File: config.mk
export PLATFORM = sky130hd
export DESIGN_NAME = ticktocktokens_flat
export DESIGN_NICKNAME = d
export VERILOG_FILES = /design/src/rtl/ticktocktokens_if.sv /design/src/rtl/ticktocktokens.sv /design/src/flat_wrapper.sv
export SDC_FILE = /design/constraint.sdc
export NUM_CORES = 1
export LEC_CHECK = 0
export ABC_AREA = 1
export CAP_MARGIN = 10
export CORE_MARGIN = 3
export CORE_UTILIZATION = 40
export DETAILED_ROUTE_END_ITERATION = 7
export PLACE_DENSITY_LB_ADDON = 0.15
export SLEW_MARGIN = 15
export SYNTH_ARGS = -nofsm -noshare
export SYNTH_HDL_FRONTEND = slang
export SYNTH_SLANG_ARGS = --single-unit
File: constraint.sdc
create_clock -name clk -period 3.4 [get_ports clk]
set_clock_uncertainty 0.2 [all_clocks]
set_input_delay 0.51 -clock clk [delete_from_list [all_inputs] [get_ports clk]]
set_output_delay 0.51 -clock clk [all_outputs]
set_load 0.01 [all_outputs]
File: src/rtl/ticktocktokens_if.sv
// Host command bus for the ticktocktokens core.
// master: the host that drives commands; slave: the core.
interface ticktocktokens_if;
  logic       ena;
  logic [7:0] ui_in;
  logic [7:0] uio_in;
  logic [7:0] uo_out;
  logic [7:0] uio_out;
  logic [7:0] uio_oe;

  modport master (
    output ena,
    output ui_in,
    output uio_in,
    input  uo_out,
    input  uio_out,
    input  uio_oe
  );

  modport slave (
    input  ena,
    input  ui_in,
    input  uio_in,
    output uo_out,
    output uio_out,
    output uio_oe
  );
endinterface

File: src/rtl/ticktocktokens.sv
// ticktocktokens: bank of NUM_PROC token-counting tick-tock processors.
// Commands arrive on ui_in (addr[2:0], opcode[4:3], subfield[6:5]) with
// the operand on uio_in. TICK updates every processor in parallel from
// pre-tick values and clears the per-tick token window.
// Optional feature macro TTT_PULSE_OUT_EN: when defined, uo_out[i] is a
// one-cycle pulse after the TICK that activated processor i; otherwise
// uo_out[i] is the processor's active level.
// rst_n is an active-high synchronous reset (1 = reset).
module ticktocktokens #(
  parameter int NUM_PROC = 8,
  parameter int CNT_W    = 8
) (
  input  logic              clk,
  input  logic              rst_n,
  ticktocktokens_if.slave   bus
);

  localparam logic [CNT_W-1:0] CNT_MAX = {CNT_W{1'b1}};
  localparam logic [CNT_W-1:0] CNT_ONE = {{(CNT_W-1){1'b0}}, 1'b1};

  typedef enum logic [1:0] {
    OP_NOP   = 2'b00,
    OP_LOAD  = 2'b01,
    OP_TOKEN = 2'b10,
    OP_TICK  = 2'b11
  } op_t;

  // Per-processor state and programmed parameters
  logic [CNT_W-1:0]    g   [NUM_PROC];
  logic [CNT_W-1:0]    b   [NUM_PROC];
  logic [CNT_W-1:0]    d   [NUM_PROC];
  logic [CNT_W-1:0]    gt  [NUM_PROC];
  logic [CNT_W-1:0]    bt  [NUM_PROC];
  logic [CNT_W-1:0]    dur [NUM_PROC];
  logic [NUM_PROC-1:0] act;

  logic [NUM_PROC-1:0] veto;
  logic [NUM_PROC-1:0] fire;
  logic [7:0]          out_vec;

  // Command decode
  logic [2:0]       addr;
  op_t              op;
  logic [1:0]       sub;
  logic [CNT_W-1:0] data;
  logic             unused_reserved;

  assign addr            = bus.ui_in[2:0];
  assign op              = op_t'(bus.ui_in[4:3]);
  assign sub             = bus.ui_in[6:5];
  assign data            = bus.uio_in[CNT_W-1:0];
  assign unused_reserved = bus.ui_in[7];

  // Saturating add for token counters
  function automatic logic [CNT_W-1:0] sat_add(input logic [CNT_W-1:0] a,
                                               input logic [CNT_W-1:0] c);
    logic [CNT_W:0] sum;
    sum = {1'b0, a} + {1'b0, c};
    if (sum[CNT_W]) begin
      return CNT_MAX;
    end else begin
      return sum[CNT_W-1:0];
    end
  endfunction

  // Fire condition per idle processor; DUR=0 fires without activating,
  // so it is folded in here to keep activation and pulse consistent.
  always_comb begin
    veto = '0;
    fire = '0;
    for (int i = 0; i < NUM_PROC; i++) begin
      veto[i] = (bt[i] != '0) && (b[i] >= bt[i]);
      fire[i] = !act[i] && (g[i] >= gt[i]) && !veto[i] && (dur[i] != '0);
    end
  end

  // Command execution and tick update of all processors
  always_ff @(posedge clk) begin
    if (rst_n) begin
      for (int i = 0; i < NUM_PROC; i++) begin
        g[i]   <= '0;
        b[i]   <= '0;
        d[i]   <= '0;
        gt[i]  <= '0;
        bt[i]  <= '0;
        dur[i] <= '0;
      end
      act <= '0;
    end else if (bus.ena) begin
      case (op)
        OP_LOAD: begin
          for (int i = 0; i < NUM_PROC; i++) begin
            if (addr == 3'(i)) begin
              case (sub)
                2'b00:   gt[i]  <= data;
                2'b01:   bt[i]  <= data;
                2'b10:   dur[i] <= data;
                default: ;
              endcase
            end
          end
        end
        OP_TOKEN: begin
          for (int i = 0; i < NUM_PROC; i++) begin
            if (addr == 3'(i)) begin
              if (sub[0]) begin
                b[i] <= sat_add(b[i], data);
              end else begin
                g[i] <= sat_add(g[i], data);
              end
            end
          end
        end
        OP_TICK: begin
          for (int i = 0; i < NUM_PROC; i++) begin
            g[i] <= '0;
            b[i] <= '0;
            if (act[i]) begin
              // A processor finishing on this tick does not re-evaluate.
              d[i] <= d[i] - CNT_ONE;
              if (d[i] == CNT_ONE) begin
                act[i] <= 1'b0;
              end
            end else if (fire[i]) begin
              act[i] <= 1'b1;
              d[i]   <= dur[i];
            end
          end
        end
        default: ;
      endcase
    end
  end

`ifdef TTT_PULSE_OUT_EN
  logic [NUM_PROC-1:0] pulse;

  // One-cycle activation pulse following the activating TICK
  always_ff @(posedge clk) begin
    if (rst_n) begin
      pulse <= '0;
    end else if (bus.ena && (op == OP_TICK)) begin
      pulse <= fire;
    end else begin
      pulse <= '0;
    end
  end

  // Map pulse bits onto uo_out; unused bits stay 0
  always_comb begin
    out_vec = 8'h00;
    for (int i = 0; i < NUM_PROC; i++) begin
      out_vec[i] = pulse[i];
    end
  end
`else
  // Map active levels onto uo_out; unused bits stay 0
  always_comb begin
    out_vec = 8'h00;
    for (int i = 0; i < NUM_PROC; i++) begin
      out_vec[i] = act[i];
    end
  end
`endif

  assign bus.uo_out  = out_vec;
  assign bus.uio_out = 8'h00;
  assign bus.uio_oe  = 8'h00;

endmodule

File: src/flat_wrapper.sv
// flat-port wrapper written by rule: the top's interface ports become plain ports
module ticktocktokens_flat 
#(
  parameter int NUM_PROC = 8,
  parameter int CNT_W    = 8
)
  (clk, rst_n, bus_ena, bus_ui_in, bus_uio_in, bus_uo_out, bus_uio_out, bus_uio_oe);
  ticktocktokens_if bus_i ();
  input  logic clk;
  input  logic rst_n;
  input wire logic [$bits(bus_i.ena)-1:0] bus_ena;
  input wire logic [$bits(bus_i.ui_in)-1:0] bus_ui_in;
  input wire logic [$bits(bus_i.uio_in)-1:0] bus_uio_in;
  output wire logic [$bits(bus_i.uo_out)-1:0] bus_uo_out;
  output wire logic [$bits(bus_i.uio_out)-1:0] bus_uio_out;
  output wire logic [$bits(bus_i.uio_oe)-1:0] bus_uio_oe;
  assign bus_i.ena = bus_ena;
  assign bus_i.ui_in = bus_ui_in;
  assign bus_i.uio_in = bus_uio_in;
  assign bus_uo_out = bus_i.uo_out;
  assign bus_uio_out = bus_i.uio_out;
  assign bus_uio_oe = bus_i.uio_oe;
  ticktocktokens #(.NUM_PROC(NUM_PROC), .CNT_W(CNT_W)) u_core (.clk(clk), .rst_n(rst_n), .bus(bus_i));
endmodule
After elaboration in Yosys (flattened, before gate mapping)
Memory sizes are Yosys's and may differ from the RTL's.
Index checks and enable logic that the tools add are counted.
{"block": "op_classes", "n_bitwise": 72, "magnitude_cmp": 16, "addsub": 24, "n_reduce_logical": 67, "muxes": 483, "eq_ne": 20}
{"operator": "two-way mux 8 bit", "n": 168}
{"operator": "two-way mux 1 bit", "n": 315}
{"operator": "adder 8 x 8 -> 9 bit", "n": 16}
{"operator": "greater-or-equal comparator 8 bit", "n": 16}
{"operator": "nonzero test 8 bit", "n": 16}
{"operator": "bitwise OR 1 bit", "n": 72}
{"operator": "equality test 8 x 1 -> 1 bit, second input constant", "n": 8}
{"operator": "subtractor 8 x 1 -> 8 bit, second input constant", "n": 8}
{"operator": "logical AND 1 bit", "n": 32}
{"operator": "logical NOT 1 bit", "n": 16}
{"operator": "equality test 3 bit, second input constant", "n": 4}
{"operator": "equality test 2 bit, second input constant", "n": 3}
{"operator": "equality test 3 x 2 -> 1 bit, second input constant", "n": 2}
{"operator": "equality test 2 x 1 -> 1 bit, second input constant", "n": 2}
{"operator": "equality test 3 x 1 -> 1 bit, second input constant", "n": 1}
{"operator": "logical NOT 3 bit", "n": 1}
{"operator": "logical NOT 2 bit", "n": 1}
{"operator": "AND reduction 2 bit", "n": 1}
{"block": "word_totals", "memories": 6, "word_cells": 689, "register_bits": 8, "mem_bits_rw": 384}
{"name": "u_core.b", "depth": 8, "word_bits": 8, "read_ports": 8, "rd_clocked_by_memory_dff": 0, "wr": 8, "line_no": "ticktocktokens.sv:30", "source": "logic [CNT_W-1:0] b [NUM_PROC];"}
{"name": "u_core.bt", "depth": 8, "word_bits": 8, "read_ports": 8, "rd_clocked_by_memory_dff": 0, "wr": 8, "line_no": "ticktocktokens.sv:33", "source": "logic [CNT_W-1:0] bt [NUM_PROC];"}
{"name": "u_core.d", "depth": 8, "word_bits": 8, "read_ports": 8, "rd_clocked_by_memory_dff": 0, "wr": 8, "line_no": "ticktocktokens.sv:31", "source": "logic [CNT_W-1:0] d [NUM_PROC];"}
{"name": "u_core.dur", "depth": 8, "word_bits": 8, "read_ports": 8, "rd_clocked_by_memory_dff": 0, "wr": 8, "line_no": "ticktocktokens.sv:34", "source": "logic [CNT_W-1:0] dur [NUM_PROC];"}
{"name": "u_core.g", "depth": 8, "word_bits": 8, "read_ports": 8, "rd_clocked_by_memory_dff": 0, "wr": 8, "line_no": "ticktocktokens.sv:29", "source": "logic [CNT_W-1:0] g [NUM_PROC];"}
{"name": "u_core.gt", "depth": 8, "word_bits": 8, "read_ports": 8, "rd_clocked_by_memory_dff": 0, "wr": 8, "line_no": "ticktocktokens.sv:32", "source": "logic [CNT_W-1:0] gt [NUM_PROC];"}

Longest topological paths before layout
Gate-level depths: netlist of run 1.
An unclocked memory read counts as a cell.
{"block": "logic_depth", "word_depth": 13, "mapped_depth": 15, "ltp_nobuf": 14}

Worst setup path before layout of run 1
No wires, ideal clock.
{"block": "synth_timing", "kind": "input to register", "from": "in bus_uio_in[1]", "to": "mem u_core.g[2][2] (netlist: u_core.g[0][18]) (data pin)", "required_ns": 2.950, "arrival_time_ns": 2.364, "path_stages": 9, "path_buffers": 0, "setup_ns": 0.250, "setup_slack_ns": 0.587, "cell_sequence": "inv_1 > fa_1 > inv_1 > nand4_1 > o211ai_1 > a21oi_1 > o21ai_0 > nand2_1 > inv_1"}
{"element": "from (decl)", "line_no": "flat_wrapper.sv:13", "source": "input wire logic [$bits(bus_i.uio_in)-1:0] bus_uio_in;"}
{"element": "to (decl)", "line_no": "ticktocktokens.sv:29"}

==> metrics.md, run 1 <==
| Metric | Value |
|---|---|
| Status | `complete, no violations` |
| FFs w/ async S/R, synth | `0` |
| DRT iter0 DRCs | `1301` |
| Synth top area share | `0.380` |
| Worst hold start | `u_core.b[0][32]` |
| Syn avg cell area | `8.46 um^2` |
| Pre-CTS WS | `0.0553 ns` |
| CP Launch Type | `primary input` |
| CTS Buffer Depth | `3` |
| P_leak | `13.7 nW` |
| WL per Instance | `16.4 um` |
| Mapped Area | `25300 um^2` |
| Post-synth EDFFs | `320` |
| Sequential-to-total area share from yosys stat | `0.437` |
| Non-Filler Instances | `3990` |
| Final setup viols | `0` |
| Final min period | `2.75 ns` |
| Synthesized flop and latch total | `392` |
| Post-DRT Antenna Nets | `0` |
| GRT Total Usage | `0.195` |
| Initial antenna violation count | `0` |
| Fin nets | `3427` |
| Final wirelength | `65400 um` |
| Reg2Reg Launch Point | `u_core.bt[0][40]` |
| Crit path kind | `primary input to flop` |
| Pin count of the biggest net entering global routing | `35` |
| Number of synthesis warnings | `0` |
| HP Class | `flop to flop` |
| CTS tree | `done` |
| Worst Path Required | `3.55 ns` |
| Clock Sink Count | `392` |
| Pwr/cell area | `407 nW/um^2` |
| I/O Pins | `43` |
| Reg clk slew, reported paths | `0.06 ns` |
| Final antenna diode count | `0` |
| Die area | `66200 um^2` |
| Fin. max-slew vios | `0` |
| Grt ovf | `0` |
| Crit path capture type | `flop` |
| CTS root buf | `clkbuf_16` |
| Max-cap violations | `0` |
| Core area | `62100 um^2` |
| Total CTS buffers | `46` |
| Worst slew margin | `0.468` |
| Buf+Inv Stages, Crit Path | `5` |
| Top cells by area, synth | `edfxtp_1 38%, ha_1 13%, nand2_1 9.2%` |
| Cell mode on critical path | `inv_1` |
| Worst-path maximum fanout | `14` |
| Post-CTS Setup Inserts | `0` |
| Post-Synthesis Cells | `2988` |
| H-Tree Depth | `2` |
| Most common cell in the synthesized netlist | `nand2_1` |
| Crit. Startpoint | `bus_uio_in[0]` |
| Crit path arrival time | `2.90 ns` |
| Drt first pass iters | `5` |
| RSZ-0062 raised after global routing | `no` |
| Worst-margin pin slew | `0.794 ns` |
| Cell Rows | `91` |
| CP max stage delay | `0.53 ns` |
| Die height | `257 um` |
| Post-synth top cells | `622 x nand2_1, 501 x inv_1, 320 x edfxtp_1, 318 x nor2_1, 272 x ha_1` |
| Final GP Congestion | `0.890` |
| Crit-path cells | `clkdlybuf4s50_1, buf_12, ha_1, inv_1, fa_1, inv_1, nand4_1, o211ai_1, a21oi_1, o21ai_0, nand2_1, inv_1` |
| Final hold slack | `0.295 ns` |
| Fmax achieved | `363 MHz` |
| Clock latency on the worst-skew pair | `0.59 ns` |
| Synth Flop Type | `edfxtp_1` |
| CP delay by family, top | `buffers and inverters` |
| Drt drc | `0` |
| Final Worst Setup Slack | `0.647 ns` |
| # port buffers | `25` |
| Vias in the first global route | `19285` |
| Initial core utilization | `0.407` |
| DP HPWL | `47400 um` |
| Worst path slowest cell | `a21oi_1` |
| Final period util | `0.810` |
| Layout cells sized above 1 | `0.0695` |
| Die Wd | `257 um` |
| First-pass GRT wire length | `102000 um` |
| P&R area growth vs syn | `12.9%` |
| Cell Count Post-Placement | `3909` |
| PostCTS Resize Cnt | `0` |
| Hold Violations, Final | `0` |
| Via count | `19980` |
| Total negative slack | `0 ns` |
| Hold Buf Count CTS | `0` |
| VDD IR max | `0.000269 V` |
| Via/cell ratio | `5.01` |
| Top cell type by total area after synthesis | `edfxtp_1` |
| Post-synthesis cell type count | `43` |
## final timing paths
kind              slack, ns  depth (start not counted)              end
hold / removal         0.30                          2  u_core.b[0][32]
hold reg to reg        0.30                          2  u_core.b[0][32]
setup / recovery       0.65                         12  u_core.g[0][26]
setup reg to reg       0.78                         10  u_core.d[2][10]
## flip-flops by register name (all words and copies together), names as in the netlist
signal             flops
u_core.b              64
u_core.bt             64
u_core.d              64
u_core.dur            64
u_core.g              64
u_core.gt             64
u_core.bus.uo_out      8
## layout make-up
cell class	count	area (um^2)
multi-input combinational	2042	12100
clock buffer	65	1290
sequential	392	11100
tap	837	1050
fill	5994	33500
timing repair buffer	114	1020
clock inverter	16	98.8
inverter	524	1970
## worst min-delay path: cells and delay by family (launching register included)
family / cells / cell delay (ns)
AOI/OAI and AO/OA: 1 / 0.06
and+or+nand+nor: 1 / 0.07
DFF: 1 / 0.32
## cell usage in the layout (no fill, tap or decap), types with 10 or more instances in the layout
cell type / n
nand2_1: 622
inv_1: 500
edfxtp_1: 320
nor2_1: 318
ha_1: 272
a21oi_1: 176
nand3_1: 164
o21ai_0: 93
buf_4: 80
dfxtp_1: 72
clkbuf_16: 49
nand4_1: 48
xor2_1: 44
a31oi_1: 44
xnor2_1: 36
nor3_1: 27
inv_2: 23
clkdlybuf4s50_1: 23
or2_2: 20
nor4_1: 18
a21o_1: 18
o21ai_1: 16
fa_1: 16
conb_1: 16
clkbuf_1: 16
o21a_1: 13
o211ai_1: 10
clkinv_1: 10
## kinds of logic after synthesis
| group | synth area share |
|---|---|
| and+or+nand+nor | 0.210 |
| other | 0.000148 |
| buffers and inverters | 0.0874 |
| DFF | 0.437 |
| adders and majority gates | 0.147 |
| AOI/OAI and AO/OA | 0.0904 |
| xor gates and xnor gates | 0.0277 |
## power breakdown
| group | switching (W) | internal, W | leakage [nW] |
|---|---|---|---|
| Sequential | 0.000121 | 0.00541 | 3.74 |
| Combinational | 0.000934 | 0.000498 | 9.25 |
| Clock | 0.00197 | 0.00269 | 0.667 |
## stage by stage
stage | area (um^2) | power [W] | utilization
6_report | 28500 | 0.0116 | 0.460
5_1_grt | 28500 | 0.0121 | 0.460
4_1_cts | 28500 | 0.0117 | 0.460
3_5_place_dp | 27200 | 0.00707 | 0.438
3_3_place_gp | 27200 | 0.00702 | 0.438
2_1_floorplan | 25300 | 0.00656 | -
## per-layer routing
layer / vias up / global-route usage / wire [um]
met5: - / 0 / 0
met4: 0 / 0.0595 / 1760
met3: 106 / 0.0267 / 3290
met2: 410 / 0.321 / 29700
met1: 9286 / 0.268 / 30600
li1: 10178 / - / -
(Power assumes the default switching activity.)
==> inputs of run 2 (changes only) <==
==> constraint.sdc (replaced) <==
create_clock -name clk -period 2.85 [get_ports clk]
set_clock_uncertainty 0.2 [all_clocks]
set_input_delay 0.4275 -clock clk [delete_from_list [all_inputs] [get_ports clk]]
set_output_delay 0.4275 -clock clk [all_outputs]
set_load 0.01 [all_outputs]
==> run 2 against run 1 <==
First-iteration DRC count shrank 5.8%. Non-clock buffer count grew 185. Global-route usage grew 0.62 points. Final cell count grew 4.8%. Total power grew 29%. Worst hold slack lost 0.0045 ns. Largest cell class unchanged. Largest power group unchanged. Highest routed layer is now met5.
==> metrics.md, run 2 (synthesized netlist as in run 1, its figures left out) <==
| Metric | Value |
|---|---|
| Status | `complete, no violations` |
| Final wirelength | `67000 um` |
| Hold-critical path depth | `2` |
| Max-cap violations | `0` |
| Cell Rows | `91` |
| Via count | `20722` |
| H-Tree Depth | `2` |
| Vias in the first global route | `20205` |
| Layout cells sized above 1 | `0.127` |
| Post-CTS Setup Inserts | `0` |
| Clock latency on the worst-skew pair | `0.58 ns` |
| Path depth of the worst reg2reg path | `10` |
| Reg clk slew, reported paths | `0.06 ns` |
| Pin count of the biggest net entering global routing | `33` |
| Drt first pass iters | `6` |
| Fmax achieved | `390 MHz` |
| Commonest non-fill, non-tap cells in the layout | `622 x nand2_1, 500 x inv_1, 320 x edfxtp_1, 318 x nor2_1, 272 x ha_1` |
| Drt drc | `0` |
| # port buffers | `25` |
| Final period util | `0.899` |
| PostCTS Resize Cnt | `0` |
| Clock Sink Count | `392` |
| Initial antenna violation count | `1` |
| Total CTS buffers | `46` |
| CTS tree | `done` |
| GRT Total Usage | `0.202` |
| Crit path capture type | `flop` |
| Fin. max-slew vios | `0` |
| Crit path kind | `primary input to flop` |
| Crit path arrival time | `2.70 ns` |
| Worst slew margin | `0.484` |
| Die height | `257 um` |
| I/O Pins | `43` |
| FF-to-FF End | `u_core.g[0][18]` |
| Most common cell after layout, fill and taps aside | `nand2_1` |
| Hold Path End | `u_core.b[0][32]` |
| Worst Path Required | `2.99 ns` |
| P_leak | `14.8 nW` |
| P&R area growth vs syn | `20.4%` |
| RSZ-0062 raised after global routing | `no` |
| Area of the multi-input gates | `12100 um^2` |
| CP Launch Type | `primary input` |
| Hold Violations, Final | `0` |
| Final Cell Area | `30400 um^2` |
| Pwr/cell area | `491 nW/um^2` |
| Worst-margin pin slew | `0.774 ns` |
| Die Wd | `257 um` |
| Worst-path maximum fanout | `15` |
| Hold Buf Count CTS | `0` |
| DRT iter0 DRCs | `1225` |
| VDD IR max | `0.000386 V` |
| Reg2Reg Launch Point | `u_core.g[0][16]` |
| Placed cell areas | `28800 um^2` |
| Final antenna diode count | `0` |
| Flop2flop setup slack | `0.40 ns` |
| Core area | `62100 um^2` |
| CTS root buf | `clkbuf_16` |
| HP Class | `flop to flop` |
| Initial core utilization | `0.407` |
| Grt ovf | `0` |
| Total area of sequential cells | `11100 um^2` |
| Via/cell ratio | `4.96` |
| CTS Buffer Depth | `3` |
| Final GP Congestion | `0.885` |
| Post-DRT Antenna Nets | `0` |
| First-pass GRT wire length | `106000 um` |
| WL per Instance | `16.0 um` |
| Fillers | `5890` |
| Final min period | `2.56 ns` |
| Final setup viols | `0` |
| DP HPWL | `49500 um` |
| Final hold slack | `0.290 ns` |
| Die area | `66200 um^2` |
| Fin nets | `3612` |
| Worst hold start | `u_core.b[0][32]` |
run 2: power breakdown:
group          leakage, nW  total [W]  switching [W]  internal [W]
clock                0.812    0.00641        0.00247       0.00393
combinational         10.2    0.00195        0.00117      0.000779
sequential            3.74    0.00660       0.000141       0.00646
run 2: layout make-up:
class,count,share of cell area
clock buffers,51,0.0406
multi-input cells,2042,0.397
flip-flops and latches,392,0.363
clock inverters,35,0.0133
inverters,524,0.0647
repair buffers,299,0.0870
well taps,837,0.0344
run 2: worst max-delay path, stage by stage:
cell,delay [ns]
clkdlybuf4s50_1,0.44
buf_12,0.19
ha_1,0.23
inv_1,0.08
fa_1,0.20
inv_1,0.07
nand4_1,0.09
o211ai_1,0.11
a21oi_1,0.53
o21ai_0,0.18
nand2_1,0.10
inv_1,0.04
run 2: worst max path at each step:
stage / startpoint / endpoint / slack [ns] / cells past startpoint
after global placement: bus_uio_in[0] / u_core.g[0][18] / -0.28 / 12
after CTS: bus_uio_in[0] / u_core.b[0][18] / 0.31 / 12
after floorplan: bus_uio_in[1] / u_core.g[0][18] / 0.12 / 9
final: bus_uio_in[0] / u_core.b[0][18] / 0.29 / 12
after detailed placement: bus_uio_in[0] / u_core.b[0][18] / -0.32 / 12
after global routing: bus_uio_in[0] / u_core.b[0][10] / 0.01 / 12
run 2: per-stage QoR:
| stage | TNS (ns) | util | total power [W] | cells | worst slack [ns] |
|---|---|---|---|---|---|
| floorplan | 0 | - | 0.00783 | 3003 | 0.119 |
| global placement | -15.10 | 0.464 | 0.00860 | 4094 | -0.279 |
| detailed placement | -19.96 | 0.464 | 0.00866 | 4094 | -0.320 |
| CTS | 0 | 0.490 | 0.0151 | 4180 | 0.308 |
| global route | 0 | 0.490 | 0.0156 | 4180 | 0.0138 |
| finish | 0 | 0.490 | 0.0150 | 4180 | 0.287 |
run 2: layer usage:
layer / global-route usage / wire length [um] / share of wire
met3: 0.0294 / 3100 / 0.046
met5: 0 / 16 / 0.00024
met4: 0.0614 / 1970 / 0.029
met1: 0.276 / 31600 / 0.47
met2: 0.331 / 30300 / 0.45
==> inputs of run 3 (changes only) <==
--- a/config.mk
+++ b/config.mk
@@ -10,6 +10,7 @@
 export CORE_MARGIN = 3
 export CORE_UTILIZATION = 40
 export DETAILED_ROUTE_END_ITERATION = 7
+export MAX_ROUTING_LAYER = met4
 export PLACE_DENSITY_LB_ADDON = 0.15
 export SLEW_MARGIN = 15
 export SYNTH_ARGS = -nofsm -noshare
==> run 3 against run 2 <==
Worst hold slack improved by 0.0019 ns. Highest routed layer is now met4. Maximum frequency shrank 0.69%. Utilization shrank 0.075 points. Final cell count hardly changed. Total power decreased by 0.68%. Largest cell class unchanged. Critical path type unchanged. Die area unchanged. Non-clock buffer count decreased by 4.
==> metrics.md, run 3 (synthesized netlist as in run 1, its figures left out) <==
| Metric | Value |
|---|---|
| Status | `complete, no violations` |
| Via count | `20571` |
| Initial core utilization | `0.407` |
| Fillers | `5871` |
| CP max stage delay | `0.50 ns` |
| WL per Instance | `16.0 um` |
| DRT iter0 DRCs | `1226` |
| P_leak | `14.7 nW` |
| RSZ-0062 raised after global routing | `no` |
| Hold Buf Count CTS | `0` |
| Pwr/cell area | `489 nW/um^2` |
| Reg clk slew, reported paths | `0.06 ns` |
| Max-cap violations | `0` |
| DP HPWL | `49000 um` |
| Final min period | `2.58 ns` |
| Die Wd | `257 um` |
| Crit-path cells | `clkdlybuf4s50_1, buf_12, ha_1, inv_1, fa_1, inv_1, nand4_1, o211ai_1, a21oi_1, o21ai_0, nand2_1, inv_1` |
| Final wirelength | `66900 um` |
| Drt drc | `0` |
| Commonest non-fill, non-tap cells in the layout | `622 x nand2_1, 500 x inv_1, 320 x edfxtp_1, 318 x nor2_1, 272 x ha_1` |
| Crit path kind | `primary input to flop` |
| Pre-CTS WS | `-0.332 ns` |
| CTS root buf | `clkbuf_16` |
| Layout cells sized above 1 | `0.127` |
| Final period util | `0.906` |
| Hold Violations, Final | `0` |
| CTS tree | `done` |
| Clock latency on the worst-skew pair | `0.59 ns` |
| GRT Total Usage | `0.207` |
| Final Worst Setup Slack | `0.269 ns` |
| Worst Path Required | `2.99 ns` |
| Via/cell ratio | `4.92` |
| Fin. max-slew vios | `0` |
| Cell Rows | `91` |
| Die area | `66200 um^2` |
| Initial antenna violation count | `1` |
| Grt ovf | `0` |
| Drt first pass iters | `5` |
| Cell mode on critical path | `inv_1` |
| Worst-path maximum fanout | `16` |
| Clock Sink Count | `392` |
| Crit path arrival time | `2.72 ns` |
| H-Tree Depth | `2` |
| Final GP Congestion | `0.882` |
| Post-DRT Antenna Nets | `0` |
| Fmax achieved | `387 MHz` |
| First-pass GRT wire length | `106000 um` |
| VDD IR max | `0.000385 V` |
| Most common cell after layout, fill and taps aside | `nand2_1` |
| Worst path slowest cell | `a21oi_1` |
| Worst slew margin | `0.366` |
| I/O Pins | `43` |
| Power, Total | `0.0148 W` |
| CTS Buffer Depth | `3` |
| Crit path capture type | `flop` |
| Vias in the first global route | `20064` |
| Pin count of the biggest net entering global routing | `33` |
| # port buffers | `25` |
| Core area | `62100 um^2` |
| HP Class | `flop to flop` |
| Total CTS buffers | `46` |
| Worst-margin pin slew | `0.951 ns` |
| P&R area growth vs syn | `20.2%` |
| CP Launch Type | `primary input` |
| Final setup viols | `0` |
| Die height | `257 um` |
| Fin nets | `3608` |
==> run 3: repair_timing <==
item	CTS	global route
gates resized for setup	0	1
setup buffers	0	0
endpoints found under the setup margin	0	1
==> run 3: report_power, final <==
| part | internal [W] | switching (W) | total [W] |
|---|---|---|---|
| clock network | 0.00381 | 0.00250 | 0.00631 |
| logic | 0.000772 | 0.00116 | 0.00194 |
| registers | 0.00646 | 0.000143 | 0.00660 |
| total | 0.0110 | 0.00381 | 0.0148 |
==> run 3: worst max-delay path: cells and delay by family <==
kind | cells | cell delay [ns]
adder cells (fa/ha/maj) | 2 | 0.45
buffers and inverters | 5 | 0.84
AND/OR/NAND/NOR | 2 | 0.18
AO/OA/AOI/OAI | 3 | 0.81
==> run 3: final timing paths <==
path                    startpoint              end  slack [ns]  cells after the start
setup / recovery     bus_uio_in[0]  u_core.b[0][26]        0.27                     12
hold / removal      u_core.g[1][0]   u_core.g[1][0]        0.29                      2
setup reg to reg  u_core.bt[0][40]  u_core.d[2][13]        0.36                     11
hold reg to reg     u_core.g[1][0]   u_core.g[1][0]        0.29                      2
==> run 3: routing by layer <==
metal,up-vias,wire length (um),global-route usage
li1,10536,-,-
met1,9547,31100,0.275
met2,387,30700,0.333
met3,101,3090,0.0253
met4,0,1990,0.0650
met5,-,0,-
==> run 3: per-stage QoR <==
step / std cells / utilization / cell area, um^2 / hold WS, ns / TNS (ns)
floorplan: 3003 / - / 25300 / 0.262 / 0
global placement: 4090 / 0.463 / 28700 / 0.275 / -15.66
detailed placement: 4090 / 0.463 / 28700 / 0.283 / -20.97
CTS: 4176 / 0.489 / 30400 / 0.292 / 0
global route: 4177 / 0.489 / 30400 / 0.314 / 0
finish: 4178 / 0.489 / 30400 / 0.292 / 0
==> run 3: final cells by class <==
type	instances	area (um^2)	share of cell area
tap	837	1050	0.0345
inverter	524	1970	0.0648
timing repair buffer	295	2610	0.0858
multi-input combinational	2042	12100	0.398
clock buffer	56	1260	0.0416
sequential	392	11100	0.364
clock inverter	30	363	0.0119
antenna	2	5.00	0.000165
